`src/rtl/seed_pkg.sv`:
```
// Shared definitions for the Game of Life seed loader.
//   CELLS          : cell count of the default 8x8 board
//   state_t        : loader states IDLE / SHIFT / OFFER
//   PRESET_*       : built-in seed patterns, bit k = cell k = row*8 + col
//   LFSR_TAPS/SEED : 64-bit Fibonacci LFSR (taps 64,63,61,60) used when
//                    SEED_LFSR_EN is defined
package seed_pkg;

  localparam int CELLS = 64;

  typedef enum logic [1:0] {
    IDLE  = 2'd0,
    SHIFT = 2'd1,
    OFFER = 2'd2
  } state_t;

  localparam logic [63:0] PRESET_UW      = 64'h50A8_8888_0609_0909;
  localparam logic [63:0] PRESET_GLIDER  = 64'h0000_0000_0007_0402;
  localparam logic [63:0] PRESET_BLINKER = 64'h0000_0000_0038_0000;

  // Tap positions 64,63,61,60 map to bits 63,62,60,59.
  localparam logic [63:0] LFSR_TAPS = 64'hD800_0000_0000_0000;
  localparam logic [63:0] LFSR_SEED = 64'h0000_0000_0000_ACE1;

  function automatic logic [63:0] lfsr_next(input logic [63:0] s);
    return {s[62:0], ^(s & LFSR_TAPS)};
  endfunction

endpackage

```
`src/rtl/sync_edge.sv`:
```
// Multi-stage synchronizer followed by a registered edge detector.
//   clk, reset : system clock, asynchronous active-high reset
//   async_in   : pin input, asynchronous to clk
//   level      : synchronized level, aligned with the rise/fall pulses
//   rise, fall : one-cycle pulses, SYNC_STAGES+1 cycles after the pin edge
module sync_edge #(
  parameter int SYNC_STAGES = 2
) (
  input  logic clk,
  input  logic reset,
  input  logic async_in,
  output logic level,
  output logic rise,
  output logic fall
);

  logic [SYNC_STAGES-1:0] r_sync;
  logic                   r_prev;

  always_ff @(posedge clk or posedge reset) begin
    if (reset) begin
      r_sync <= '0;
      r_prev <= 1'b0;
      rise   <= 1'b0;
      fall   <= 1'b0;
    end else begin
      r_sync[0] <= async_in;
      for (int i = 1; i < SYNC_STAGES; i++) r_sync[i] <= r_sync[i-1];
      r_prev <= r_sync[SYNC_STAGES-1];
      rise   <= r_sync[SYNC_STAGES-1] & ~r_prev;
      fall   <= ~r_sync[SYNC_STAGES-1] & r_prev;
    end
  end

  assign level = r_prev;

endmodule

```
`src/rtl/board_seed_loader.sv`:
```
// Seed feeder for the Game of Life engine. Loads a pattern from a three-wire
// serial link or a preset ROM into a pending buffer, then offers it to the
// engine on the next frame_tick with a valid/ready handshake.
//   clk, reset             : system clock, asynchronous active-high reset
//   ser_clk/ser_data/ser_latch : serial link pins (asynchronous), cell 0 first
//   preset_sel, preset_go  : preset index and asynchronous load button
//   frame_tick             : one-cycle pulse at vsync rise
//   seed_ready/seed_valid/seed_cells : handshake to the engine
//   busy                   : shifting or a pattern is pending
//   xfer_err               : sticky, last serial transfer had a wrong bit count
// Optional feature: define SEED_LFSR_EN to make preset 3 a snapshot of a
// free-running 64-bit LFSR; otherwise preset 3 is an empty board.
module board_seed_loader
  import seed_pkg::*;
#(
  parameter int BIT_WIDTH   = 3,
  parameter int BIT_HEIGHT  = 3,
  parameter int SYNC_STAGES = 2
) (
  input  logic                                    clk,
  input  logic                                    reset,
  input  logic                                    ser_clk,
  input  logic                                    ser_data,
  input  logic                                    ser_latch,
  input  logic [1:0]                              preset_sel,
  input  logic                                    preset_go,
  input  logic                                    frame_tick,
  input  logic                                    seed_ready,
  output logic                                    seed_valid,
  output logic [2**(BIT_WIDTH+BIT_HEIGHT)-1:0]    seed_cells,
  output logic                                    busy,
  output logic                                    xfer_err
);

  localparam int          IDX_W    = BIT_WIDTH + BIT_HEIGHT;
  localparam int          N_CELLS  = 2**IDX_W;
  localparam logic [6:0]  CNT_FULL = 7'(N_CELLS);
  localparam logic [6:0]  CNT_SAT  = 7'(N_CELLS + 1);

  logic w_clk_lvl, w_clk_rise, w_clk_fall;
  logic w_dat_lvl, w_dat_rise, w_dat_fall;
  logic w_lat_lvl, w_lat_rise, w_lat_fall;
  logic w_go_lvl,  w_go_rise,  w_go_fall;

  sync_edge #(.SYNC_STAGES(SYNC_STAGES)) u_sync_clk (
    .clk(clk), .reset(reset), .async_in(ser_clk),
    .level(w_clk_lvl), .rise(w_clk_rise), .fall(w_clk_fall));
  sync_edge #(.SYNC_STAGES(SYNC_STAGES)) u_sync_dat (
    .clk(clk), .reset(reset), .async_in(ser_data),
    .level(w_dat_lvl), .rise(w_dat_rise), .fall(w_dat_fall));
  sync_edge #(.SYNC_STAGES(SYNC_STAGES)) u_sync_lat (
    .clk(clk), .reset(reset), .async_in(ser_latch),
    .level(w_lat_lvl), .rise(w_lat_rise), .fall(w_lat_fall));
  sync_edge #(.SYNC_STAGES(SYNC_STAGES)) u_sync_go (
    .clk(clk), .reset(reset), .async_in(preset_go),
    .level(w_go_lvl), .rise(w_go_rise), .fall(w_go_fall));

  logic w_unused;
  assign w_unused = ^{w_clk_lvl, w_clk_fall, w_dat_rise, w_dat_fall,
                      w_lat_lvl, w_go_lvl, w_go_fall};

  state_t             r_state, r_ret;
  logic [6:0]         r_bit_cnt;
  logic [N_CELLS-1:0] r_stage, r_pend, r_offer;
  logic               r_pend_v, r_valid, r_err;

  // The link mode (IDLE/SHIFT) keeps evolving underneath an OFFER; r_ret
  // carries it while the offer is outstanding.
  state_t             w_mode, w_mode_nxt;
  logic               w_shift_mode, w_open, w_close, w_good, w_preset, w_take;
  logic [N_CELLS-1:0] w_rom;

`ifdef SEED_LFSR_EN
  logic [63:0] r_lfsr;

  always_ff @(posedge clk or posedge reset) begin
    if (reset) r_lfsr <= LFSR_SEED;
    else       r_lfsr <= lfsr_next(r_lfsr);
  end
`endif

  always_comb begin
    case (preset_sel)
      2'd0:    w_rom = N_CELLS'(PRESET_UW);
      2'd1:    w_rom = N_CELLS'(PRESET_GLIDER);
      2'd2:    w_rom = N_CELLS'(PRESET_BLINKER);
`ifdef SEED_LFSR_EN
      default: w_rom = N_CELLS'(r_lfsr);
`else
      default: w_rom = '0;
`endif
    endcase
  end

  always_comb begin
    w_mode       = (r_state == OFFER) ? r_ret : r_state;
    w_shift_mode = (w_mode == SHIFT);
    w_open       = !w_shift_mode && w_lat_rise;
    w_close      = w_shift_mode && w_lat_fall;
    w_good       = w_close && (r_bit_cnt == CNT_FULL);
    w_preset     = !w_shift_mode && !w_open && w_go_rise;
    w_take       = frame_tick && r_pend_v && (r_state != OFFER);
    w_mode_nxt   = w_mode;
    if (w_open)       w_mode_nxt = SHIFT;
    else if (w_close) w_mode_nxt = IDLE;
  end

  // Data buffers carry no reset; their contents are qualified by r_pend_v.
  always_ff @(posedge clk) begin
    if (w_shift_mode && w_clk_rise && r_bit_cnt < CNT_FULL)
      r_stage[r_bit_cnt[IDX_W-1:0]] <= w_dat_lvl;
    if (w_good)        r_pend <= r_stage;
    else if (w_preset) r_pend <= w_rom;
  end

  always_ff @(posedge clk or posedge reset) begin
    if (reset) begin
      r_state   <= IDLE;
      r_ret     <= IDLE;
      r_bit_cnt <= '0;
      r_pend_v  <= 1'b0;
      r_valid   <= 1'b0;
      r_err     <= 1'b0;
      r_offer   <= '0;
    end else begin
      if (w_open)
        r_bit_cnt <= '0;
      else if (w_shift_mode && w_clk_rise && r_bit_cnt != CNT_SAT)
        r_bit_cnt <= r_bit_cnt + 7'd1;

      // A write in the same cycle as a take keeps the new pattern pending.
      if (w_take) begin
        r_offer  <= r_pend;
        r_pend_v <= 1'b0;
      end
      if (w_good || w_preset) r_pend_v <= 1'b1;

      if (w_good)       r_err <= 1'b0;
      else if (w_close) r_err <= 1'b1;

      if (r_state == OFFER) begin
        if (r_valid && seed_ready) begin
          r_valid <= 1'b0;
          r_state <= w_mode_nxt;
        end else begin
          r_ret <= w_mode_nxt;
        end
      end else if (w_take) begin
        r_valid <= 1'b1;
        r_state <= OFFER;
        r_ret   <= w_mode_nxt;
      end else begin
        r_state <= w_mode_nxt;
      end
    end
  end

  assign seed_valid = r_valid;
  assign seed_cells = r_offer;
  assign xfer_err   = r_err;
  assign busy       = w_shift_mode || r_pend_v;

endmodule

```
`config.mk`:
```
export PLATFORM = sky130hd
export DESIGN_NAME = board_seed_loader
export DESIGN_NICKNAME = d
export VERILOG_FILES = /design/src/rtl/seed_pkg.sv /design/src/rtl/sync_edge.sv /design/src/rtl/board_seed_loader.sv
export SDC_FILE = /design/constraint.sdc
export NUM_CORES = 1
export LEC_CHECK = 0
export ABC_AREA = 1
export ABC_CLOCK_PERIOD_IN_PS = 8300
export BUFFER_PORTS_ARGS = -buffer_cell sky130_fd_sc_hd__buf_2
export CORE_UTILIZATION = 35
export DETAILED_ROUTE_END_ITERATION = 10
export GPL_TIMING_DRIVEN = 0
export PLACE_DENSITY = 0.57
export SYNTH_ARGS = -nofsm -noshare
export SYNTH_HDL_FRONTEND = slang
export SYNTH_SLANG_ARGS = --single-unit
```
`constraint.sdc`:
```
create_clock -name clk -period 8.3 [get_ports clk]
set_clock_uncertainty 0.05 [all_clocks]
set_input_delay 0.83 -clock clk [delete_from_list [all_inputs] [get_ports clk]]
set_output_delay 0.83 -clock clk [all_outputs]
set_load 0.01 [all_outputs]
```
======== After elaboration in Yosys (flattened, before gate mapping) ========
Index checks and enable logic that the tools add are counted.
operators by class
  $lt $le $gt $ge ......................... 3
  add/sub/neg operators ................... 1
  bitwise operators ....................... 8
  reduce and logical (&&, ||, !) cells .... 24
  eq/ne operators ......................... 9
  muxes and demuxes ....................... 24
operator list
  operator                                                            number
  case mux 63 bit (3 select lines)                                    1
  2-to-1 mux 64 bit                                                   2
  bitwise mux 64 bit                                                  1
  2-to-1 mux 2 bit                                                    9
  2-to-1 mux 7 bit                                                    2
  logical AND 1 bit                                                   12
  nonzero test 2 bit                                                  5
  2-to-1 mux 1 bit                                                    8
  adder 7 x 1 -> 7 bit (second input constant)                        1
  == test 7 bit (second input constant)                               1
  less-than comparator 6 x 7 -> 1 bit (second input constant)         1
  less-than comparator 7 bit (second input constant)                  1
  != test 7 bit (second input constant)                               1
  demux 1 bit (select 6 bit)                                          1
  greater-or-equal comparator 6 x 1 -> 1 bit (second input constant)  1
  bitwise AND 1 bit                                                   4
  == test 2 x 1 -> 1 bit (second input constant)                      2
  == test 2 bit (second input constant)                               2
  != test 2 bit (second input constant)                               2
  NOT 1 bit                                                           4
  AND reduction 2 bit                                                 2
  zero test 1 bit                                                     2
  zero test 2 bit                                                     1
  logical OR 1 bit                                                    2
  != test 2 x 1 -> 1 bit (second input constant)                      1
word-level totals
  output and inout port bits .............. 67
  register bits after elaboration ......... 222

======== Depth between registers and ports, before layout ========
  word-level depth ........................ 10
  depth in mapped cells ................... 10
  mapped depth without buffers ............ 8

======== Cells and area by module ========
From an unflattened synthesis, not the netlist that was laid out.
second synthesis, totals
  cell total of the unflattened synthesis .. 793
  area total of the unflattened synthesis .. 8,642.0 µm²
by module, submodules not included
  module             instances  cells each  area each (µm²)
  board_seed_loader  1          753         8,066.5
  sync_edge          4          10          143.9

======== Least setup slack after synthesis ========
OpenSTA, ideal clock, no wires.
  kind .................................... flip-flop to flip-flop
  start ................................... reg r_bit_cnt[0]
  end ..................................... reg r_pend[0], enable pin
  data required time ...................... 7.826 ns
  period minus slack after synthesis ...... 3.108 ns
  path buffers ............................ 1
  cell stages (with the launch flop) ...... 8
  arrival ................................. 2.634 ns
  path slack .............................. 5.192 ns
  cells stage by stage .................... dfrtp_1 > inv_1 > ha_1 > nand3_2 > nor2_8 > inv_4 > buf_6 > nand2_1
between the ends
  cells in the longest elaborated chain, start to end .. 3
ends and longest elaborated chain
  element                              line                      RTL
  from (decl)                          board_seed_loader.sv:63   logic [6:0] r_bit_cnt;
  from (signal assigned)               board_seed_loader.sv:129  r_bit_cnt <= r_bit_cnt + 7'd1;
  == test 7 bit                        board_seed_loader.sv:100  w_good = w_close && (r_bit_cnt == CNT_FULL);
  logical AND 1 bit                    board_seed_loader.sv:100
  nonzero test 2 bit (no source line)  -
  to (signal assigned)                 board_seed_loader.sv:112  if (w_good) r_pend <= r_stage;
  to (signal assigned)                 board_seed_loader.sv:113  else if (w_preset) r_pend <= w_rom;
  to (decl)                            board_seed_loader.sv:64   logic [N_CELLS-1:0] r_stage, r_pend, r_offer;
No other way between the ends.
A chain may end at the register's enable or synchronous reset.

======== Final worst setup path ========
  start ................................... reg r_bit_cnt[0]
  end ..................................... reg r_pend[26], enable pin
The elaborated chain is that of the path after synthesis.

==> impl_metrics.toml <==
[sta]
drv_slew = 0
fmax_ghz = 0.391
tightest_slew_ns = 0.855
layout_setup_ws_ns = 5.74
setup_viol = 0
tns_ns = 0
hold_viol_final = 0
rsz0062_at_grt = "no"
maxSlewHeadroom = 0.430
period_minus_slack_ns = 2.56
finalCritPeriodShare = 0.308

[cells_and_area]
final_core_util = 0.423
final_nets = 891
num_antenna_cells = 0
mostFrequentLayoutCells = "nand2_1 (283), edfxtp_1 (128), dfrtp_1 (93), nor2_1 (91), buf_2 (90)"
final_cell_area_um2 = 10300
layout-drive-gt1-share = 0.204
area_growth_pct = 18.2
final_common_cell = "nand2_1"

[yosys]
yosys_warnings = 0
postSynthNetCount = 787
synth_cells = 774
synth_top_area_share = 0.440
ys_ff_latch = 222
syn-mean-instance-area_um2 = 11.3
yosysTopAreaCell = "edfxtp_1"
ys_seq_area_frac = 0.710
ys_types = 25
netlist_area_um2 = 8730
synth.area.top_cells = "edfxtp_1 (44%), dfrtp_1 (27%), nand2_1 (12%)"

[die]
die_w_um = 160
fp.dieH_um = 160
core_um2 = 24400
initial_core_util = 0.358
fp-row-count = 57
ios = 77
dieArea_um2 = 25600

[critical_path]
critPathRequiredTime_ns = 8.37
end_kind = "flop"
path_class = "reg -> reg"
worstRegToRegCells = 7
worst_setup_path_start_kind = "flop"
cp_max_fo = 64
cp.arrival_ns = 2.63

[status]
status = "complete, no violations"

[place]
pre_cts_ws_ns = 5.73
gp_congestion = 0.822
io_buffers = 76
dp_hpwl_um = 10800
placed_cell_area_um2 = 9570

[power_and_ir_drop]
total_power_mw = 2.32
power_density_nw_per_um2 = 224
ir_drop_v = 0.000112
leakage_nw = 4.78

[clock_tree]
cts_resized = 0
clock_sinks = 222
clkTransAtPathRegs_ns = 0.06
cts_tree = "built"
cts_made_buffers = 24
root_buffer = "clkbuf_16"
worstSkewPairLatency_ns = 0.51
clk_path_buf_depth = 3
htree_levels = 1
postCtsSetupRepairBufs = 0
cts_hold_buffers = 0

[hold_path]
hold_depth = 0
hold_path.class = "reg -> reg"

[detailed_routing]
dr.pass1.iters = 4
ant_nets = 0
drt_iter0_drc = 316
wirelength_um = 16700
remaining_drc_errors = 0
wl_per_cell_um = 13.7
vias = 5308
via_per_inst = 4.35

[grt]
grt_pass1_vias = 5131
overflow = 0
antenna_found_initial = 0
grt_max_degree = 65
grt_pass1_wl_um = 26700
grt_use_total = 0.134

[flow_run]
maxCapViolCount = 0
-- metal layers --
| metal | wire (µm) | vias up | share of wire | GRT usage |
|---|---|---|---|---|
| li1 | - | 2649 | - | - |
| met1 | 7270 | 2524 | 0.44 | 0.171 |
| met2 | 8310 | 103 | 0.50 | 0.232 |
| met3 | 737 | 32 | 0.044 | 0.0229 |
| met4 | 389 | 0 | 0.023 | 0.0450 |
| met5 | 0 | - | 0 | 0 |
-- path summary, 6_finish.rpt --
path                                       from                   end  slack, ns
setup / recovery                   r_bit_cnt[0]            r_pend[26]       5.74
hold / removal             u_sync_clk.r_sync[0]  u_sync_clk.r_sync[1]       0.30
setup reg to reg                   r_bit_cnt[0]            r_pend[26]       5.74
hold reg to reg            u_sync_clk.r_sync[0]  u_sync_clk.r_sync[1]       0.30
max in group asynchronous                 reset      u_sync_dat.level       7.17
min in group asynchronous                 reset        seed_cells[14]       0.34
-- logic make-up after synthesis --
logic type      count (synthesis)  share of synthesized area
compound gates                  9                    0.00559
xor+xnor                        3                    0.00301
fa+ha+maj                       3                    0.00430
buf+inv                        92                     0.0479
flops                         222                      0.710
simple gates                  445                      0.229
-- worst max-delay path, cell delays in order (launching register included) --
cell	delay [ns]
dfrtp_1	0.47
inv_1	0.18
ha_1	0.19
nand3_2	0.12
nor2_8	0.19
inv_4	0.12
buf_6	0.18
nand2_4	0.61
-- synthesized netlist by cell type, drive strengths merged --
cell type	n
o21ai	6
ha	3
nand2	285
buf	22
dfrtp	94
inv	66
nand3b	2
xor2	3
clkbuf	3
nor2	133
edfxtp	128
a21oi	3
nand3	23
clkinv	1
nor3	2
-- stage by stage --
step | instances | hold WS, ns
detailed placement | 1176 | 0.285
floorplan | 774 | 0.281
finish | 1220 | 0.296
global route | 1220 | 0.305
CTS | 1220 | 0.298
global placement | 1174 | 0.282
-- power by group --
part	internal, mW	switching (mW)	total [mW]
sequential	1.20	0.0152	1.21
clock	0.600	0.403	1.00
combinational	0.0254	0.0759	0.101
-- state kept, by name, summed over array words and instances, names as in the netlist, 2 cells and up --
signal             flops
r_pend                64
r_stage               64
seed_cells            64
r_bit_cnt              7
r_ret                  2
r_state                2
u_sync_clk.r_sync      2
u_sync_dat.r_sync      2
u_sync_go.r_sync       2
u_sync_lat.r_sync      2
-- final cells by class --
type                            count  area (µm²)
Sequential cell                   222        6200
Fill cell                        2385       14100
Inverter                           67         256
Clock inverter                      8        60.1
Tap cell                          324         405
Timing Repair Buffer               78         428
Clock buffer                       36         687
Multi-Input combinational cell    460        2120
Buffer                             25         164
(Power assumes the default switching activity.)
